`src/rtl/mem_req_tid_arbiter_if.sv`:
```
// mem_req_tid_arbiter_if
// Bundles the requester-side, memory-request-side and memory-response-side
// signals of mem_req_tid_arbiter.
//   slave  : the arbiter (drives req_ready_o, mem_req_*_o, rsp_*_o, tid_err_o, busy_o)
//   master : the environment (caches, write buffer, memory-side adapter)
interface mem_req_tid_arbiter_if #(
  parameter int NumReq    = 3,
  parameter int TidWidth  = 2,
  parameter int AddrWidth = 32,
  parameter int DataWidth = 64
);
  // requester side
  logic [NumReq-1:0]           req_valid_i;
  logic [NumReq-1:0]           req_ready_o;
  logic [NumReq-1:0]           req_we_i;
  logic [NumReq*AddrWidth-1:0] req_addr_i;
  logic [NumReq*DataWidth-1:0] req_wdata_i;
  // memory request side
  logic                        mem_req_valid_o;
  logic                        mem_req_ready_i;
  logic                        mem_req_we_o;
  logic [AddrWidth-1:0]        mem_req_addr_o;
  logic [DataWidth-1:0]        mem_req_wdata_o;
  logic [TidWidth-1:0]         mem_req_tid_o;
  // memory response side
  logic                        mem_rsp_valid_i;
  logic [TidWidth-1:0]         mem_rsp_tid_i;
  logic [DataWidth-1:0]        mem_rsp_rdata_i;
  // response routing and status
  logic [NumReq-1:0]           rsp_valid_o;
  logic [DataWidth-1:0]        rsp_rdata_o;
  logic                        tid_err_o;
  logic                        busy_o;

  modport slave (
    input  req_valid_i, req_we_i, req_addr_i, req_wdata_i,
    input  mem_req_ready_i, mem_rsp_valid_i, mem_rsp_tid_i, mem_rsp_rdata_i,
    output req_ready_o, mem_req_valid_o, mem_req_we_o, mem_req_addr_o,
    output mem_req_wdata_o, mem_req_tid_o, rsp_valid_o, rsp_rdata_o,
    output tid_err_o, busy_o
  );

  modport master (
    output req_valid_i, req_we_i, req_addr_i, req_wdata_i,
    output mem_req_ready_i, mem_rsp_valid_i, mem_rsp_tid_i, mem_rsp_rdata_i,
    input  req_ready_o, mem_req_valid_o, mem_req_we_o, mem_req_addr_o,
    input  mem_req_wdata_o, mem_req_tid_o, rsp_valid_o, rsp_rdata_o,
    input  tid_err_o, busy_o
  );
endinterface

```
`src/rtl/mem_req_tid_arbiter.sv`:
```
// mem_req_tid_arbiter
// Round-robin arbiter sharing one memory request port between the I-cache
// (0), the D-cache miss path (1) and the write buffer (2). Every accepted
// request gets the lowest free transaction ID; the owner of each in-flight
// ID is remembered so responses are routed back by ID alone.
// Ports:
//   clk_i  : clock
//   rst_i  : asynchronous active-high reset
//   bus    : mem_req_tid_arbiter_if.slave (requests, memory request,
//            memory response, routed response, tid_err_o, busy_o)
module mem_req_tid_arbiter #(
  parameter int NumReq    = 3,
  parameter int TidWidth  = 2,
  parameter int AddrWidth = 32,
  parameter int DataWidth = 64
) (
  input  logic                  clk_i,
  input  logic                  rst_i,
  mem_req_tid_arbiter_if.slave  bus
);

  localparam int NumTid  = 1 << TidWidth;
  localparam int RrWidth = (NumReq > 1) ? $clog2(NumReq) : 1;

  function automatic logic [NumReq-1:0] req_onehot(input logic [RrWidth-1:0] idx);
    req_onehot = NumReq'(1'b1) << idx;
  endfunction

  // output stage
  logic                         mem_valid_q, mem_valid_d;
  logic                         mem_we_q, mem_we_d;
  logic [AddrWidth-1:0]         mem_addr_q, mem_addr_d;
  logic [DataWidth-1:0]         mem_wdata_q, mem_wdata_d;
  logic [TidWidth-1:0]          mem_tid_q, mem_tid_d;
  // ID pool
  logic [NumTid-1:0]            tid_busy_q, tid_busy_d;
  logic [NumTid-1:0][RrWidth-1:0] tid_owner_q, tid_owner_d;
  // arbitration and response side
  logic [RrWidth-1:0]           rr_q, rr_d;
  logic [NumReq-1:0]            rsp_valid_q, rsp_valid_d;
  logic [DataWidth-1:0]         rsp_rdata_q, rsp_rdata_d;
  logic                         tid_err_q, tid_err_d;
  logic                         busy_q, busy_d;

  logic                         stage_free_s;
  logic                         free_any_s;
  logic [TidWidth-1:0]          free_tid_s;
  logic                         winner_found_s;
  logic [RrWidth-1:0]           winner_s;
  logic                         grant_s;
  logic                         rsp_hit_s;

  assign stage_free_s = !mem_valid_q || bus.mem_req_ready_i;

  // Lowest-index free ID; only the registered busy vector is consulted, so an
  // ID freed this cycle becomes allocatable on the next one.
  always_comb begin
    free_tid_s = '0;
    free_any_s = 1'b0;
    for (int t = NumTid - 1; t >= 0; t--) begin
      free_tid_s = tid_busy_q[t] ? free_tid_s : TidWidth'(t);
      free_any_s = free_any_s | !tid_busy_q[t];
    end
  end

  // Round-robin winner: first valid requester scanning upward from rr_q.
  always_comb begin : winner_scan
    logic [RrWidth-1:0] cand;
    logic               take;
    winner_s       = rr_q;
    winner_found_s = 1'b0;
    cand           = '0;
    take           = 1'b0;
    for (int k = 0; k < NumReq; k++) begin
      cand           = RrWidth'((int'(rr_q) + k) % NumReq);
      take           = bus.req_valid_i[cand] && !winner_found_s;
      winner_s       = take ? cand : winner_s;
      winner_found_s = winner_found_s | take;
    end
  end

  // Reset also blocks grants so req_ready_o reads zero while rst_i is held.
  assign grant_s     = !rst_i && stage_free_s && free_any_s && winner_found_s;
  assign rsp_hit_s   = bus.mem_rsp_valid_i && tid_busy_q[bus.mem_rsp_tid_i];
  assign bus.req_ready_o = grant_s ? req_onehot(winner_s) : '0;

  // Next-state for the output stage.
  always_comb begin
    mem_valid_d = mem_valid_q;
    mem_we_d    = mem_we_q;
    mem_addr_d  = mem_addr_q;
    mem_wdata_d = mem_wdata_q;
    mem_tid_d   = mem_tid_q;
    if (grant_s) begin
      mem_valid_d = 1'b1;
      mem_we_d    = bus.req_we_i[winner_s];
      mem_addr_d  = bus.req_addr_i[winner_s*AddrWidth +: AddrWidth];
      mem_wdata_d = bus.req_wdata_i[winner_s*DataWidth +: DataWidth];
      mem_tid_d   = free_tid_s;
    end else if (bus.mem_req_ready_i) begin
      mem_valid_d = 1'b0;
    end else begin
      mem_valid_d = mem_valid_q;
    end
  end

  // Next-state for the ID pool, round-robin pointer and response outputs.
  always_comb begin
    tid_busy_d  = tid_busy_q;
    tid_owner_d = tid_owner_q;
    rr_d        = rr_q;
    // a hit ID is busy, an allocated ID is free: the two never collide
    if (rsp_hit_s) begin
      tid_busy_d[bus.mem_rsp_tid_i] = 1'b0;
    end else begin
      tid_busy_d = tid_busy_d;
    end
    if (grant_s) begin
      tid_busy_d[free_tid_s]  = 1'b1;
      tid_owner_d[free_tid_s] = winner_s;
      rr_d = (winner_s == RrWidth'(NumReq - 1)) ? '0 : winner_s + RrWidth'(1);
    end else begin
      rr_d = rr_q;
    end
    rsp_valid_d = rsp_hit_s ? req_onehot(tid_owner_q[bus.mem_rsp_tid_i]) : '0;
    rsp_rdata_d = rsp_hit_s ? bus.mem_rsp_rdata_i : rsp_rdata_q;
    tid_err_d   = bus.mem_rsp_valid_i && !tid_busy_q[bus.mem_rsp_tid_i];
    busy_d      = mem_valid_d || (|tid_busy_d);
  end

  // State registers with asynchronous reset.
  always_ff @(posedge clk_i or posedge rst_i) begin
    if (rst_i) begin
      mem_valid_q <= 1'b0;
      mem_we_q    <= 1'b0;
      mem_addr_q  <= '0;
      mem_wdata_q <= '0;
      mem_tid_q   <= '0;
      tid_busy_q  <= '0;
      tid_owner_q <= '0;
      rr_q        <= '0;
      rsp_valid_q <= '0;
      rsp_rdata_q <= '0;
      tid_err_q   <= 1'b0;
      busy_q      <= 1'b0;
    end else begin
      mem_valid_q <= mem_valid_d;
      mem_we_q    <= mem_we_d;
      mem_addr_q  <= mem_addr_d;
      mem_wdata_q <= mem_wdata_d;
      mem_tid_q   <= mem_tid_d;
      tid_busy_q  <= tid_busy_d;
      tid_owner_q <= tid_owner_d;
      rr_q        <= rr_d;
      rsp_valid_q <= rsp_valid_d;
      rsp_rdata_q <= rsp_rdata_d;
      tid_err_q   <= tid_err_d;
      busy_q      <= busy_d;
    end
  end

  assign bus.mem_req_valid_o = mem_valid_q;
  assign bus.mem_req_we_o    = mem_we_q;
  assign bus.mem_req_addr_o  = mem_addr_q;
  assign bus.mem_req_wdata_o = mem_wdata_q;
  assign bus.mem_req_tid_o   = mem_tid_q;
  assign bus.rsp_valid_o     = rsp_valid_q;
  assign bus.rsp_rdata_o     = rsp_rdata_q;
  assign bus.tid_err_o       = tid_err_q;
  assign bus.busy_o          = busy_q;

endmodule

```
`src/flat_wrapper.sv`:
```
// flat-port wrapper written by rule: the top's interface ports become plain ports
module mem_req_tid_arbiter_flat 
#(
  parameter int NumReq    = 3,
  parameter int TidWidth  = 2,
  parameter int AddrWidth = 32,
  parameter int DataWidth = 64
)
  (clk_i, rst_i, bus_req_valid_i, bus_req_we_i, bus_req_addr_i, bus_req_wdata_i, bus_mem_req_ready_i, bus_mem_rsp_valid_i, bus_mem_rsp_tid_i, bus_mem_rsp_rdata_i, bus_req_ready_o, bus_mem_req_valid_o, bus_mem_req_we_o, bus_mem_req_addr_o, bus_mem_req_wdata_o, bus_mem_req_tid_o, bus_rsp_valid_o, bus_rsp_rdata_o, bus_tid_err_o, bus_busy_o);
  mem_req_tid_arbiter_if #(.NumReq(NumReq), .TidWidth(TidWidth), .AddrWidth(AddrWidth), .DataWidth(DataWidth)) bus_i ();
  input  logic clk_i;
  input  logic rst_i;
  input wire logic [$bits(bus_i.req_valid_i)-1:0] bus_req_valid_i;
  input wire logic [$bits(bus_i.req_we_i)-1:0] bus_req_we_i;
  input wire logic [$bits(bus_i.req_addr_i)-1:0] bus_req_addr_i;
  input wire logic [$bits(bus_i.req_wdata_i)-1:0] bus_req_wdata_i;
  input wire logic [$bits(bus_i.mem_req_ready_i)-1:0] bus_mem_req_ready_i;
  input wire logic [$bits(bus_i.mem_rsp_valid_i)-1:0] bus_mem_rsp_valid_i;
  input wire logic [$bits(bus_i.mem_rsp_tid_i)-1:0] bus_mem_rsp_tid_i;
  input wire logic [$bits(bus_i.mem_rsp_rdata_i)-1:0] bus_mem_rsp_rdata_i;
  output wire logic [$bits(bus_i.req_ready_o)-1:0] bus_req_ready_o;
  output wire logic [$bits(bus_i.mem_req_valid_o)-1:0] bus_mem_req_valid_o;
  output wire logic [$bits(bus_i.mem_req_we_o)-1:0] bus_mem_req_we_o;
  output wire logic [$bits(bus_i.mem_req_addr_o)-1:0] bus_mem_req_addr_o;
  output wire logic [$bits(bus_i.mem_req_wdata_o)-1:0] bus_mem_req_wdata_o;
  output wire logic [$bits(bus_i.mem_req_tid_o)-1:0] bus_mem_req_tid_o;
  output wire logic [$bits(bus_i.rsp_valid_o)-1:0] bus_rsp_valid_o;
  output wire logic [$bits(bus_i.rsp_rdata_o)-1:0] bus_rsp_rdata_o;
  output wire logic [$bits(bus_i.tid_err_o)-1:0] bus_tid_err_o;
  output wire logic [$bits(bus_i.busy_o)-1:0] bus_busy_o;
  assign bus_i.req_valid_i = bus_req_valid_i;
  assign bus_i.req_we_i = bus_req_we_i;
  assign bus_i.req_addr_i = bus_req_addr_i;
  assign bus_i.req_wdata_i = bus_req_wdata_i;
  assign bus_i.mem_req_ready_i = bus_mem_req_ready_i;
  assign bus_i.mem_rsp_valid_i = bus_mem_rsp_valid_i;
  assign bus_i.mem_rsp_tid_i = bus_mem_rsp_tid_i;
  assign bus_i.mem_rsp_rdata_i = bus_mem_rsp_rdata_i;
  assign bus_req_ready_o = bus_i.req_ready_o;
  assign bus_mem_req_valid_o = bus_i.mem_req_valid_o;
  assign bus_mem_req_we_o = bus_i.mem_req_we_o;
  assign bus_mem_req_addr_o = bus_i.mem_req_addr_o;
  assign bus_mem_req_wdata_o = bus_i.mem_req_wdata_o;
  assign bus_mem_req_tid_o = bus_i.mem_req_tid_o;
  assign bus_rsp_valid_o = bus_i.rsp_valid_o;
  assign bus_rsp_rdata_o = bus_i.rsp_rdata_o;
  assign bus_tid_err_o = bus_i.tid_err_o;
  assign bus_busy_o = bus_i.busy_o;
  mem_req_tid_arbiter #(.NumReq(NumReq), .TidWidth(TidWidth), .AddrWidth(AddrWidth), .DataWidth(DataWidth)) u_core (.clk_i(clk_i), .rst_i(rst_i), .bus(bus_i));
endmodule
```
`config.mk`:
```
export PLATFORM = sky130hd
export DESIGN_NAME = mem_req_tid_arbiter_flat
export DESIGN_NICKNAME = d
export VERILOG_FILES = /design/src/rtl/mem_req_tid_arbiter_if.sv /design/src/rtl/mem_req_tid_arbiter.sv /design/src/flat_wrapper.sv
export SDC_FILE = /design/constraint.sdc
export NUM_CORES = 1
export LEC_CHECK = 0
export CAP_MARGIN = 20
export CORE_AREA = 10 10 200 202
export DETAILED_ROUTE_END_ITERATION = 12
export DIE_AREA = 0 0 210 212
export DONT_BUFFER_PORTS = 1
export PLACE_DENSITY_LB_ADDON = 0.12
export SLEW_MARGIN = 40
export SYNTH_ARGS = -nofsm -noshare
export SYNTH_HDL_FRONTEND = slang
export SYNTH_SLANG_ARGS = --single-unit
```
`constraint.sdc`:
```
create_clock -name clk_i -period 13 [get_ports clk_i]
set_input_delay 1.3 -clock clk_i [delete_from_list [all_inputs] [get_ports clk_i]]
set_output_delay 1.3 -clock clk_i [all_outputs]
set_load 0.005 [all_outputs]
```
==> results.cfg <==
[logic_synthesis]
synth.most_common_cell = dfrtp_1
yosys.area_share.simple_pct = 6.78
netlist_area_um2 = 8990
synth-seq-area-share_pct = 50.9
synth.net_count = 1148
yosysWarnings = 0
synth_compound_area_share_pct = 13.6
synthMuxAreaShare_pct = 20.5
synth-edff-count = 0
synth-seq-cells = 183
yosysUniqueCellTypes = 44
synth_area_per_cell_um2 = 11.5
synthArstFlopShare_pct = 100
yosys-top-cells-area = dfrtp_1, mux2i_1, mux2_2
synth_common_cells = dfrtp_1, nand2_1, mux2i_1
synth_top_family_by_area = multiplexers
synth_xor_area_share_pct = 0
synth.top_cell.area_share_pct = 50.9
synth-adder-area-share_pct = 0.557
syn_inst = 780
synth_top_cell_by_area = dfrtp_1
synth_flop_cell = dfrtp_1

[cts]
cts_tree = yes
clk_latency_ns = 0.46
root_buffer = clkbuf_16
cts_buffer_depth = 2
clk_pin_slew_ns = 0.07
postCtsSetupRepairBufs = 0
cts_sinks = 183
postCtsHoldBufs = 0
cts_buffers = 17
h-tree-depth = 4
post_cts_resized = 0

[power_and_ir_drop]
pwr-share-clk_pct = 19.5
comb_power_share_pct = 41.1
internal_power_mw = 1.68
leakage_nw = 4.54
total_power_mw = 2.88
ir_drop_mv = 0.278
seq_power_share_pct = 39.4
power.switching_mw = 1.20
p_sw_share_pct = 41.7
powerDensity_nw_per_um2 = 287

[sta]
setup_viol = 0
slew-limit-headroom_pct = 48.2
tightest_slew_ns = 0.776
post-route-period-util_pct = 37.2
hold_slack_ns = 0.493
tns_ns = 0
fin_ws_ns = 8.16
min_period_ns = 4.84
fin_skew_ns = 0.0111
rsz0062_at_grt = false
fmax_mhz = 207
drv_slew = 0
hold_viol_final = 0

[grt]
track_usage_pct = 14.8
grt_use_met2_pct = 26.5
grt_max_degree = 135
top_usage_layer = met2
grt_antenna_before_repair = 3
grt_remaining_overflow = 0
met1_usage_pct = 15.6
grt.met3_usage_pct = 6.43
grt_pass1_wl_um = 49300
grt_pass1_vias = 6936

[cells_and_area]
drive_gt1_share_pct = 19.4
area_growth_pct = 11.6
n_fill_cell = 3765
finalNetCount = 1122

[die]
core-area_um2 = 36100
start_util_pct = 24.9
num_rows = 70
dieArea_um2 = 44500
die_h_um = 212
die_w_um = 210
num_io_pins = 536

[detailed_routing]
wirelength_um = 34500
vias = 5994
ant_nets = 0
dr.pass1.iters = 4
drc = 0
avgViaCountPerCell = 4.84
routedWlPerCell_um = 27.9
first_iter_violations = 288

[flow_run]
max-cap-violations = 0

[min_path]
hold_path.class = reg2reg

[place]
place_hpwl_um = 26500
pre_cts_slack_ns = 8.05
io_buffers = 0
place.gp.congestion = 0.719

[status]
outcome = completed

[critical_path]
path_cells = inv_1 -> ha_1 -> mux2i_1 -> o22ai_1 -> o41ai_4 -> buf_4 -> nand2b_4 -> nor2_1
path_delay_family = simple AND/OR/NAND/NOR gates
worstPathArrival_ns = 3.54
worst-path-max-fanout = 45
cp-start-kind = flop
critPathCaptureType = primary output
cp_slowest_cell = nand2b_4
cpPeakStageDelay_ns = 0.65
cp.required_ns = 11.70
path_class = reg2out
crit_buf_inv = 2
cell type report:
| type | instances | area (µm²) | area share (%) |
|---|---|---|---|
| Sequential cell | 183 | 4580 | 45.7 |
| Multi-Input combinational cell | 442 | 3760 | 37.5 |
| Tap cell | 468 | 586 | 5.84 |
| Clock buffer | 18 | 429 | 4.28 |
| Inverter | 101 | 392 | 3.90 |
| Clock inverter | 14 | 183 | 1.82 |
| Timing Repair Buffer | 9 | 91.3 | 0.911 |
| Antenna cell | 3 | 7.51 | 0.0748 |
kinds of logic (layout without fill, tap and decap cells):
logic type,Yosys count,in the layout
DFF,183,183
buffers and inverters,155,142
AOI/OAI and AO/OA,124,124
and+or+nand+nor,142,142
muxes,172,172
adders and majority gates,4,4
other,0,3
flip-flops by register name, summed over array words and instances, names as in the netlist, 2 cells and up:
register,count
u_core.bus.rsp_valid_o,3
u_core.bus.mem_req_addr_o,32
u_core.tid_owner_q,8
u_core.bus.mem_req_tid_o,2
u_core.bus.mem_req_wdata_o,64
u_core.rr_q,2
u_core.bus.rsp_rdata_o,64
u_core.tid_busy_q,4
path summary, 6_finish.rpt:
kind	depth (start not counted)	slack, ns	from	endpoint
max in group asynchronous	2	11.01	rst_i	u_core.bus.rsp_rdata_o[51]$_DFFE_PP0N_
worst min-delay path	2	0.49	u_core.tid_owner_q[7]$_DFFE_PP0P_	u_core.tid_owner_q[7]$_DFFE_PP0P_
min in group asynchronous	1	0.79	rst_i	u_core.tid_owner_q[6]$_DFFE_PP0P_
worst min register to register	2	0.49	u_core.tid_owner_q[7]$_DFFE_PP0P_	u_core.tid_owner_q[7]$_DFFE_PP0P_
worst max-delay path	8	8.16	u_core.rr_q[0]$_DFFE_PP0P_	bus_req_ready_o[0]
worst max register to register	9	8.97	u_core.rr_q[0]$_DFFE_PP0P_	u_core.bus.mem_req_addr_o[21]$_DFFE_PP0P_
metal layers:
metal | wire [µm] | vias to the layer above | share of wire (%)
met1 | 12600 | 3003 | 36
met4 | 366 | 2 | 1.1
met2 | 18500 | 260 | 54
met3 | 3070 | 22 | 8.9
met5 | 13 | - | 0.038
li1 | - | 2707 | -
cell usage in the layout, fill, tap and decap left out, drive strengths merged, types with 3 or more instances in the layout:
cell type  instances
dfrtp            183
nand2            109
inv              108
mux2i            101
o221ai            96
mux2              68
clkbuf            18
buf                9
nor2               8
o21ai              8
a21oi              6
nand2b             5
ha                 4
clkinv             4
diode              3
mux4               3
nand3b             3
nor3               3
a21o               3
nor3b              3
power groups by stage:
stage / logic [mW] / registers, mW / clock network (mW)
after floorplan: 1.00 / 1.02 / 0
after global placement: 1.17 / 1.17 / 0
after detailed placement: 1.20 / 1.16 / 0
after CTS: 1.19 / 1.15 / 0.579
after global routing: 1.31 / 1.17 / 0.601
final: 1.18 / 1.13 / 0.560
worst reg2reg max path, delay by kind of cell (launching register included):
| kind | cells | cell delay (ns) |
|---|---|---|
| simple gates | 1 | 0.65 |
| compound gates | 3 | 0.80 |
| flops | 1 | 0.43 |
| fa+ha+maj | 1 | 0.43 |
| mux | 1 | 0.27 |
| buf+inv | 3 | 1.29 |
metrics by stage:
| step | cells | instance area (µm²) | utilization [%] |
|---|---|---|---|
| finish | 1238 | 10000 | 27.8 |
| global route | 1237 | 10000 | 27.8 |
| CTS | 1234 | 10000 | 27.7 |
| detailed placement | 1202 | 9380 | 26.0 |
| global placement | 1202 | 9370 | 26.0 |
| floorplan | 780 | 8990 | - |
Note: power is estimated with default switching activity, not from simulation.
